<file path="config.mk">
export PLATFORM = sky130hd
export DESIGN_NAME = spi_responder
export DESIGN_NICKNAME = d
export VERILOG_FILES = /design/src/rtl/spi_responder_pkg.sv /design/src/rtl/spi_responder_sync_edge.sv /design/src/rtl/spi_responder.sv
export SDC_FILE = /design/constraint.sdc
export NUM_CORES = 2
export LEC_CHECK = 0
export ABC_AREA = 1
export ABC_CLOCK_PERIOD_IN_PS = 23200
export CORE_UTILIZATION = 30
export DETAILED_ROUTE_END_ITERATION = 10
export GPL_ROUTABILITY_DRIVEN = 0
export SYNTH_ARGS = -nofsm -noshare
export SYNTH_HDL_FRONTEND = slang
export SYNTH_SLANG_ARGS = --single-unit
</file>
<file path="constraint.sdc">
create_clock -name clk -period 23.2 [get_ports clk]
set_clock_uncertainty 0.05 [all_clocks]
set_input_delay 4.64 -clock clk [delete_from_list [all_inputs] [get_ports clk]]
set_output_delay 4.64 -clock clk [all_outputs]
set_load 0.005 [all_outputs]
</file>
<file path="src/rtl/spi_responder_pkg.sv">
// Shared definitions for the SPI responder and its sub-module.
// Contents:
//   - state encodings ST_IDLE / ST_ADDR / ST_DATA / ST_DONE
//   - frame header bit positions RW_BIT / MB_BIT
//   - default address and data widths
package spi_responder_pkg;

    localparam int ADDR_W_DEF = 6;
    localparam int DATA_W_DEF = 8;

    // Header byte layout: {rw, mb, addr[5:0]}
    localparam int RW_BIT = 7;
    localparam int MB_BIT = 6;

    localparam logic [1:0] ST_IDLE = 2'd0;
    localparam logic [1:0] ST_ADDR = 2'd1;
    localparam logic [1:0] ST_DATA = 2'd2;
    localparam logic [1:0] ST_DONE = 2'd3;

endpackage

</file>
<file path="src/rtl/spi_responder_sync_edge.sv">
// Multi-stage synchronizer for one asynchronous input, plus single-cycle
// rise/fall pulses derived from the synchronized level.
// Ports:
//   clk, rst  system clock, asynchronous active-high reset
//   din       asynchronous input
//   level     synchronized level (SYNC_STAGES clk cycles of latency)
//   rise      1-cycle pulse after level goes 0 -> 1
//   fall      1-cycle pulse after level goes 1 -> 0
// RESET_VAL is the idle level of the input, so no false edge is seen
// coming out of reset. SYNC_STAGES must be at least 2.
module spi_responder_sync_edge #(
    parameter int   SYNC_STAGES = 2,
    parameter logic RESET_VAL   = 1'b0
) (
    input  logic clk,
    input  logic rst,
    input  logic din,
    output logic level,
    output logic rise,
    output logic fall
);

    logic [SYNC_STAGES-1:0] sync_reg;
    logic                   prev_reg;

    always_ff @(posedge clk or posedge rst) begin
        if (rst) begin
            sync_reg <= {SYNC_STAGES{RESET_VAL}};
            prev_reg <= RESET_VAL;
        end else begin
            sync_reg <= {sync_reg[SYNC_STAGES-2:0], din};
            prev_reg <= sync_reg[SYNC_STAGES-1];
        end
    end

    assign level = sync_reg[SYNC_STAGES-1];
    assign rise  = level & ~prev_reg;
    assign fall  = ~level & prev_reg;

endmodule

</file>
<file path="src/rtl/spi_responder.sv">
// SPI mode-3 (CPOL=1, CPHA=1), MSB-first register target with a 64x8
// register file. Frame: header byte {rw, mb, addr[5:0]} then data byte(s);
// rw=1 read, rw=0 write. All SPI pins are oversampled in the clk domain.
// Frames are byte-oriented: the bit counter assumes DATA_W = 8.
// Ports:
//   clk, rst                     system clock, asynchronous active-high reset
//   spi_clk, spi_cs, spi_mosi    SPI inputs (spi_clk idles high, spi_cs active-low)
//   spi_miso                     SPI read data, 0 outside the data phase of a read
//   loc_we, loc_addr, loc_wdata  local (sensor model) register write port
//   wr_strobe, wr_addr, wr_data  1-cycle notification of a committed SPI write
//   busy                         synchronized chip select is active
// Optional feature: define SPI_BURST_EN to let mb=1 frames continue over
// several data bytes with an auto-incrementing (wrapping) address.
module spi_responder
    import spi_responder_pkg::*;
#(
    parameter int                ADDR_W      = ADDR_W_DEF,
    parameter int                DATA_W      = DATA_W_DEF,
    parameter logic [DATA_W-1:0] ID_VALUE    = 8'hE5,
    parameter int                SYNC_STAGES = 2
) (
    input  logic              clk,
    input  logic              rst,
    input  logic              spi_clk,
    input  logic              spi_cs,
    input  logic              spi_mosi,
    output logic              spi_miso,
    input  logic              loc_we,
    input  logic [ADDR_W-1:0] loc_addr,
    input  logic [DATA_W-1:0] loc_wdata,
    output logic              wr_strobe,
    output logic [ADDR_W-1:0] wr_addr,
    output logic [DATA_W-1:0] wr_data,
    output logic              busy
);

    localparam int NUM_REGS = 1 << ADDR_W;

    logic sck_level_unused, sck_rise, sck_fall;
    logic cs_level, cs_rise, cs_fall;
    logic mosi_level, mosi_rise_unused, mosi_fall_unused;

    spi_responder_sync_edge #(.SYNC_STAGES(SYNC_STAGES), .RESET_VAL(1'b1)) u_sck_sync (
        .clk(clk), .rst(rst), .din(spi_clk),
        .level(sck_level_unused), .rise(sck_rise), .fall(sck_fall)
    );

    spi_responder_sync_edge #(.SYNC_STAGES(SYNC_STAGES), .RESET_VAL(1'b1)) u_cs_sync (
        .clk(clk), .rst(rst), .din(spi_cs),
        .level(cs_level), .rise(cs_rise), .fall(cs_fall)
    );

    spi_responder_sync_edge #(.SYNC_STAGES(SYNC_STAGES), .RESET_VAL(1'b0)) u_mosi_sync (
        .clk(clk), .rst(rst), .din(spi_mosi),
        .level(mosi_level), .rise(mosi_rise_unused), .fall(mosi_fall_unused)
    );

    logic [1:0]        state_reg;
    logic [2:0]        bit_cnt_reg;
    logic [DATA_W-2:0] shift_in_reg;   // bits already received of the current byte
    logic [DATA_W-1:0] rd_shift_reg;
    logic              rw_reg;
    logic [ADDR_W-1:0] addr_reg;
    logic [DATA_W-1:0] regs_reg [0:NUM_REGS-1];

    // Byte as it stands once the current mosi bit is included.
    logic [DATA_W-1:0] byte_in;
    logic [ADDR_W-1:0] addr_next;
    logic              spi_we;
    logic              burst_cont;
    logic              byte_done;

    assign byte_in   = {shift_in_reg, mosi_level};
    assign addr_next = addr_reg + ADDR_W'(1);
    assign byte_done = sck_rise && (bit_cnt_reg == 3'd7);

    // CS edges take priority over clock edges in the FSM, so a commit is
    // only possible when no CS edge is pending in the same cycle.
    assign spi_we = (state_reg == ST_DATA) && !cs_rise && !cs_fall && byte_done && !rw_reg;

`ifdef SPI_BURST_EN
    logic mb_reg;
    assign burst_cont = mb_reg;
`else
    // Without burst support the mb header bit has no effect and is dropped.
    assign burst_cont = 1'b0;
`endif

    // Per-register write decode; the SPI commit outranks a local write.
    logic [NUM_REGS-1:0] spi_hit;
    logic [NUM_REGS-1:0] loc_hit;

    for (genvar gi = 0; gi < NUM_REGS; gi++) begin : g_hit
        assign spi_hit[gi] = spi_we && (addr_reg == ADDR_W'(gi));
        assign loc_hit[gi] = loc_we && (loc_addr == ADDR_W'(gi));
    end

    always_ff @(posedge clk or posedge rst) begin
        if (rst) begin
            for (int i = 0; i < NUM_REGS; i++) begin
                regs_reg[i] <= (i == 0) ? ID_VALUE : '0;
            end
        end else begin
            for (int i = 0; i < NUM_REGS; i++) begin
                if (spi_hit[i]) begin
                    regs_reg[i] <= byte_in;
                end else if (loc_hit[i]) begin
                    regs_reg[i] <= loc_wdata;
                end
            end
        end
    end

    always_ff @(posedge clk or posedge rst) begin
        if (rst) begin
            state_reg    <= ST_IDLE;
            bit_cnt_reg  <= '0;
            shift_in_reg <= '0;
            rd_shift_reg <= '0;
            rw_reg       <= 1'b0;
            addr_reg     <= '0;
            spi_miso     <= 1'b0;
            wr_strobe    <= 1'b0;
            wr_addr      <= '0;
            wr_data      <= '0;
`ifdef SPI_BURST_EN
            mb_reg       <= 1'b0;
`endif
        end else begin
            wr_strobe <= 1'b0;
            if (cs_rise) begin
                // Frame ends wherever it is; any partial byte is dropped.
                state_reg   <= ST_IDLE;
                bit_cnt_reg <= '0;
                spi_miso    <= 1'b0;
            end else if (cs_fall) begin
                state_reg   <= ST_ADDR;
                bit_cnt_reg <= '0;
                spi_miso    <= 1'b0;
            end else begin
                case (state_reg)
                    ST_ADDR: begin
                        if (sck_rise) begin
                            shift_in_reg <= byte_in[DATA_W-2:0];
                            bit_cnt_reg  <= bit_cnt_reg + 3'd1;
                            if (byte_done) begin
                                rw_reg       <= byte_in[RW_BIT];
                                addr_reg     <= byte_in[ADDR_W-1:0];
                                // Read value is frozen here; later local
                                // writes do not affect the byte in flight.
                                rd_shift_reg <= regs_reg[byte_in[ADDR_W-1:0]];
                                state_reg    <= ST_DATA;
`ifdef SPI_BURST_EN
                                mb_reg       <= byte_in[MB_BIT];
`endif
                            end
                        end
                    end
                    ST_DATA: begin
                        // Mode 3: drive on the falling edge so the initiator
                        // samples a stable bit on the following rise.
                        if (sck_fall && rw_reg) begin
                            spi_miso     <= rd_shift_reg[DATA_W-1];
                            rd_shift_reg <= {rd_shift_reg[DATA_W-2:0], 1'b0};
                        end
                        if (sck_rise) begin
                            shift_in_reg <= byte_in[DATA_W-2:0];
                            bit_cnt_reg  <= bit_cnt_reg + 3'd1;
                            if (spi_we) begin
                                wr_strobe <= 1'b1;
                                wr_addr   <= addr_reg;
                                wr_data   <= byte_in;
                            end
                            if (byte_done) begin
                                if (burst_cont) begin
                                    addr_reg     <= addr_next;
                                    rd_shift_reg <= regs_reg[addr_next];
                                end else begin
                                    state_reg <= ST_DONE;
                                    spi_miso  <= 1'b0;
                                end
                            end
                        end
                    end
                    default: begin
                        // IDLE and DONE: SPI clock edges are ignored.
                        spi_miso <= 1'b0;
                    end
                endcase
            end
        end
    end

    assign busy = ~cs_level;

endmodule

</file>
**After elaboration in Yosys (flattened, before gate mapping)**

Cells that the tools add are included.

- Flip-flop bits (word level): 563
- Output and inout bits: 17
- Word-level logic and storage cells: 600

- Add/subtract/negate cells: 1
- Order comparisons: 1
- Equal/unequal tests: 137
- Muxes and demuxes: 157
- Bitwise operators: 11
- Reduce and logical (&&, ||, !) cells: 214

Operators with widths:

| kind | count |
|---|---|
| 2-to-1 mux 8 bit | 133 |
| == test 6 bit (second input constant) | 64 |
| == test 6 x 5 -> 1 bit (second input constant) | 32 |
| logical AND 1 bit | 134 |
| nonzero test 2 bit | 65 |
| == test 6 x 4 -> 1 bit (second input constant) | 16 |
| binary-select mux 8 bit (select 6 bit) | 1 |
| == test 6 x 3 -> 1 bit (second input constant) | 8 |
| == test 6 x 2 -> 1 bit (second input constant) | 4 |
| != test 4 bit (second input constant) | 4 |
| case mux 8 bit (2 select lines) | 1 |
| AND reduction 5 bit | 3 |
| == test 6 x 1 -> 1 bit (second input constant) | 2 |
| logical NOT 6 bit | 2 |
| 2-to-1 mux 2 bit | 6 |
| 2-to-1 mux 3 bit | 4 |
| 2-to-1 mux 1 bit | 10 |
| >= comparator 7 bit (second input constant) | 1 |
| NOT 6 -> 7 bit | 1 |
| NOT 1 bit | 6 |
| AND reduction 6 bit | 1 |
| nonzero test 3 bit | 2 |
| bitwise AND 1 bit | 4 |
| != test 2 bit (second input constant) | 2 |
| 13 further kinds | 15 |

**Logic depth before layout (Yosys ltp)**

- Depth in word-level cells: 12
- Gate-level depth with buffers: 14
- Mapped depth without buffers: 11

**Modules after synthesis**

A second synthesis with hierarchy kept.

- Cell total of the unflattened synthesis: 3940
- Area, all modules: 31198.7 µm²

By module, submodules not included:

| module | instances | cells an instance | area an instance (µm²) | seq. area each (µm²) |
|---|---|---|---|---|
| spi_responder | 1 | 3916 | 30909.6 | 13894.6 |
| spi_responder_sync_edge at u_cs_sync ... | 2 | 8 | 97.6 | 78.8 |
| spi_responder_sync_edge at u_mosi_sync | 1 | 8 | 93.8 | 75.1 |

**Worst setup path after synthesis**

OpenSTA, ideal clock, no wires.

- Path kind: input to register
- From: in loc_we
- To: reg regs_reg[392] in the netlist's numbering
- Library setup time: 91 ps
- Data arrival time: 5883 ps
- Data required time: 23059 ps
- Path slack: 17176 ps
- Stages on the path: 8
- Cells stage by stage: buf_2 -> inv_1 -> nor3_1 -> inv_2 -> clkbuf_1 -> nor2_1 -> nand3_1 -> o221ai_1

- Cells in the longest elaborated chain, start to end: 2

RTL lines:

| item | line | RTL |
|---|---|---|
| from (decl) | spi_responder.sv:28 | `input logic loc_we,` |
| logical AND 1 bit | spi_responder.sv:95 | `assign loc_hit[gi] = loc_we && (loc_addr == ADDR_W'(gi));` |
| nonzero test 2 bit (no line) | -- |  |
| to (signal, indexed assignment) | spi_responder.sv:101 | `regs_reg[i] <= (i == 0) ? ID_VALUE : '0;` |
| to (signal, indexed assignment) | spi_responder.sv:106 | `regs_reg[i] <= byte_in;` |
| to (signal, indexed assignment) | spi_responder.sv:108 | `regs_reg[i] <= loc_wdata;` |
| to (decl) | spi_responder.sv:64 | `logic [DATA_W-1:0] regs_reg [0:NUM_REGS-1];` |

Every way passes these cells.
A chain may end at the register's enable or synchronous reset.

==> reports/results.txt <==
Status -> completed
Power Density -> 98.6 nW/um^2
Synth cell types -> 36
Mapped cell area -> 31500 sq um
I/O Buffers -> 36
EDFF count, synth -> 0
Fill count -> 10900
Crit-path leading delay family -> buffers and inverters
Critical path class -> in -> async
Worst-Skew Late Latency -> 620 ps
CP required -> 23720 ps
Die width -> 326 microns
CTS resizes -> 0
CTS tree -> yes
Pre-antenna DRT Iters -> 6
TNS Setup -> 0 ps
Gr usage total -> 20.8%
Gr ovfl total -> 0
Post CTS Setup Buffer Count -> 0
Initial antenna violation count -> 1
Largest net degree at the start of global routing -> 133
Worst rel slew slack -> 15.9%
Worst Path Buf+Inv -> 5
Largest register FFs -> 512
Sink Count -> 563
Fin crit period -> 7730 ps
MaxCap Viol Count -> 0
Area Overhead vs Synth -> 10.2%
Die height -> 326 microns
Post-synth top area cell -> dfrtp_1
Endpoint class of the critical path -> asynchronous set/reset pin
Initial Util -> 30.4%
Num CTS Buffers -> 69
FFs w/ async S/R, synth -> 100%
Share of layout cells above drive strength 1 -> 7.30%
Worst path max stage delay -> 870 ps
H-tree Lvls -> 3
Hpwl dp -> 65.1 mm
Core Region -> 104000 sq um
Post-synthesis sequential area ratio -> 44.7%
Top FF cell, synth -> dfrtp_1
Crit-path max FO -> 97
Largest cells by area after synthesis -> dfrtp_1 (44%), nand3_1 (15%), o221ai_1 (14%)
Final worst setup slack -> 15470 ps
Global-route wire length before repair -> 173 mm
Vias in the first global route -> 27500
Die footprint -> 106000 sq um
Routed Antenna Nets -> 0
Type of origin of the critical path -> input port
Hold_buf cts -> 0
Maximum VDD drop -> 112 uV
DRT Wirelength -> 113 mm
Syn_nets -> 3951
Syn_area_per_cell -> 8.03 sq um
Measured slew at the worst slew-check pin -> 1260 ps
Top Ports -> 37
Most common cell in the netlist -> nand3_1
N_diodes -> 0
F_max -> 0.129 GHz
Clk pin slew, worst setup/hold paths -> 50 ps
Final count of hold timing violations -> 0
Total setup violations reported at the end of the flow -> 0
Crit path cell chain -> clkdlybuf4s50_1 > inv_8 > buf_4 > buf_4 > buf_4
Critical Path AT -> 8260 ps
Class of the worst hold path -> reg -> reg
Area fraction of the dominant cell type after synthesis -> 43.8%
Sequential cell area -> 14100 sq um
Vias per cell -> 5.64
WL per Instance -> 21.7 microns
Synth cell count leaders -> nand3_1 (933), nand2_1 (660), inv_1 (560)
Slew Viols, Final -> 0
Final nets -> 3786
Initial DRC count -> 3525
Crit path top cell by count -> buf_4
Synthesis-stage register bit count -> 563
Fin crit share -> 33.3%
Pre-CTS setup slack -> 14650 ps
Slowest CP cell -> buf_4
Ys Warns -> 0
Clock Tree Buf Depth -> 3
Setup repair after global routing missed its margin -> no
Synth Instances -> 3925
Via Count -> 29300
CTS root buffer -> clkbuf_16
Area occupied by multi-input gates -> 13800 sq um
P_leak -> 15.8 nW
FP Rows -> 118
DRC violations left -> 0
[cells in the final DEF, fill, tap and decap left out, drive strengths merged, types with 2 or more instances in the layout]
cell,count
buf,46
nand2,713
inv,568
nor2,137
o21ai,132
dfrtp,552
o221ai,504
clkdlybuf4s50,28
ha,6
bufinv,5
nand3,933
dfstp,11
nor3,4
o21a,2
a21oi,40
clkbuf,104
clkinv,11
o211ai,8
[logic make-up (layout without fill, tap and decap cells)]
| group | count (synthesis) | in the layout | share of synthesized area (%) |
|---|---|---|---|
| AND/OR/NAND/NOR | 1791 | 1791 | 26.0 |
| flip-flops | 563 | 563 | 44.7 |
| buffers and inverters | 878 | 763 | 11.4 |
| adder cells (fa/ha/maj) | 6 | 6 | 0.238 |
| AO/OA/AOI/OAI | 687 | 687 | 17.6 |
[worst reg2reg max path, cell delays in order (launching register included)]
cell,delay (ps)
dfrtp_4,690
inv_8,670
buf_4,940
buf_4,830
nand2_1,190
nand3_1,130
nand3_1,110
nand2_1,200
nand2_1,90
nand3_1,110
nand3_1,130
nand3_1,110
nand2_1,50
nand2_1,50
[metrics by stage]
step	instance area, sq um	power (W)	utilization [%]	hold WS [ps]	cells
after floorplan	31500	0.00194	-	281	3925
after global placement	32400	0.00229	31.3	283	5069
after detailed placement	32400	0.00230	31.3	286	5069
after CTS	34700	0.00341	33.5	299	5190
after global routing	34700	0.00358	33.5	308	5190
final	34700	0.00343	33.5	296	5190
[where the power goes]
group | switching (W) | total, W | internal (W)
logic | 0.000724 | 0.00102 | 0.000296
registers | 0.000116 | 0.00129 | 0.00117
clock network | 0.000445 | 0.00111 | 0.000669
[final timing paths]
check / to / slack [ps] / startpoint / cells after the start
max in group clk: regs_reg[414] / 16630 / loc_we / 7
hold / removal: u_mosi_sync.sync_reg[1] / 300 / u_mosi_sync.sync_reg[0] / 0
setup / recovery: regs_reg[118] / 15470 / rst / 5
min in group asynchronous: regs_reg[424] / 4530 / rst / 2
setup reg to reg: rd_shift_reg[3] / 18810 / u_mosi_sync.sync_reg[1] / 13
hold reg to reg: u_mosi_sync.sync_reg[1] / 300 / u_mosi_sync.sync_reg[0] / 0
[per-layer routing]
metal | track usage (%) | up-vias | share of wire [%] | routed length [microns]
met5 | 0 | - | 0.012 | 13
met4 | 7.54 | 2 | 3.6 | 4040
met1 | 29.5 | 14300 | 43 | 48800
li1 | - | 13400 | - | -
met3 | 3.47 | 219 | 8.8 | 9900
met2 | 31.7 | 1374 | 44 | 50100
[area by class of cell]
cell class,count,share of cell area (%)
repair buffers,74,1.80
clock buffers,104,5.94
flip-flops and latches,563,40.6
multi-input cells,2484,39.8
inverters,568,6.23
well taps,1380,4.97
clock inverters,17,0.677
No activity file was read; power rests on OpenSTA's default activity.
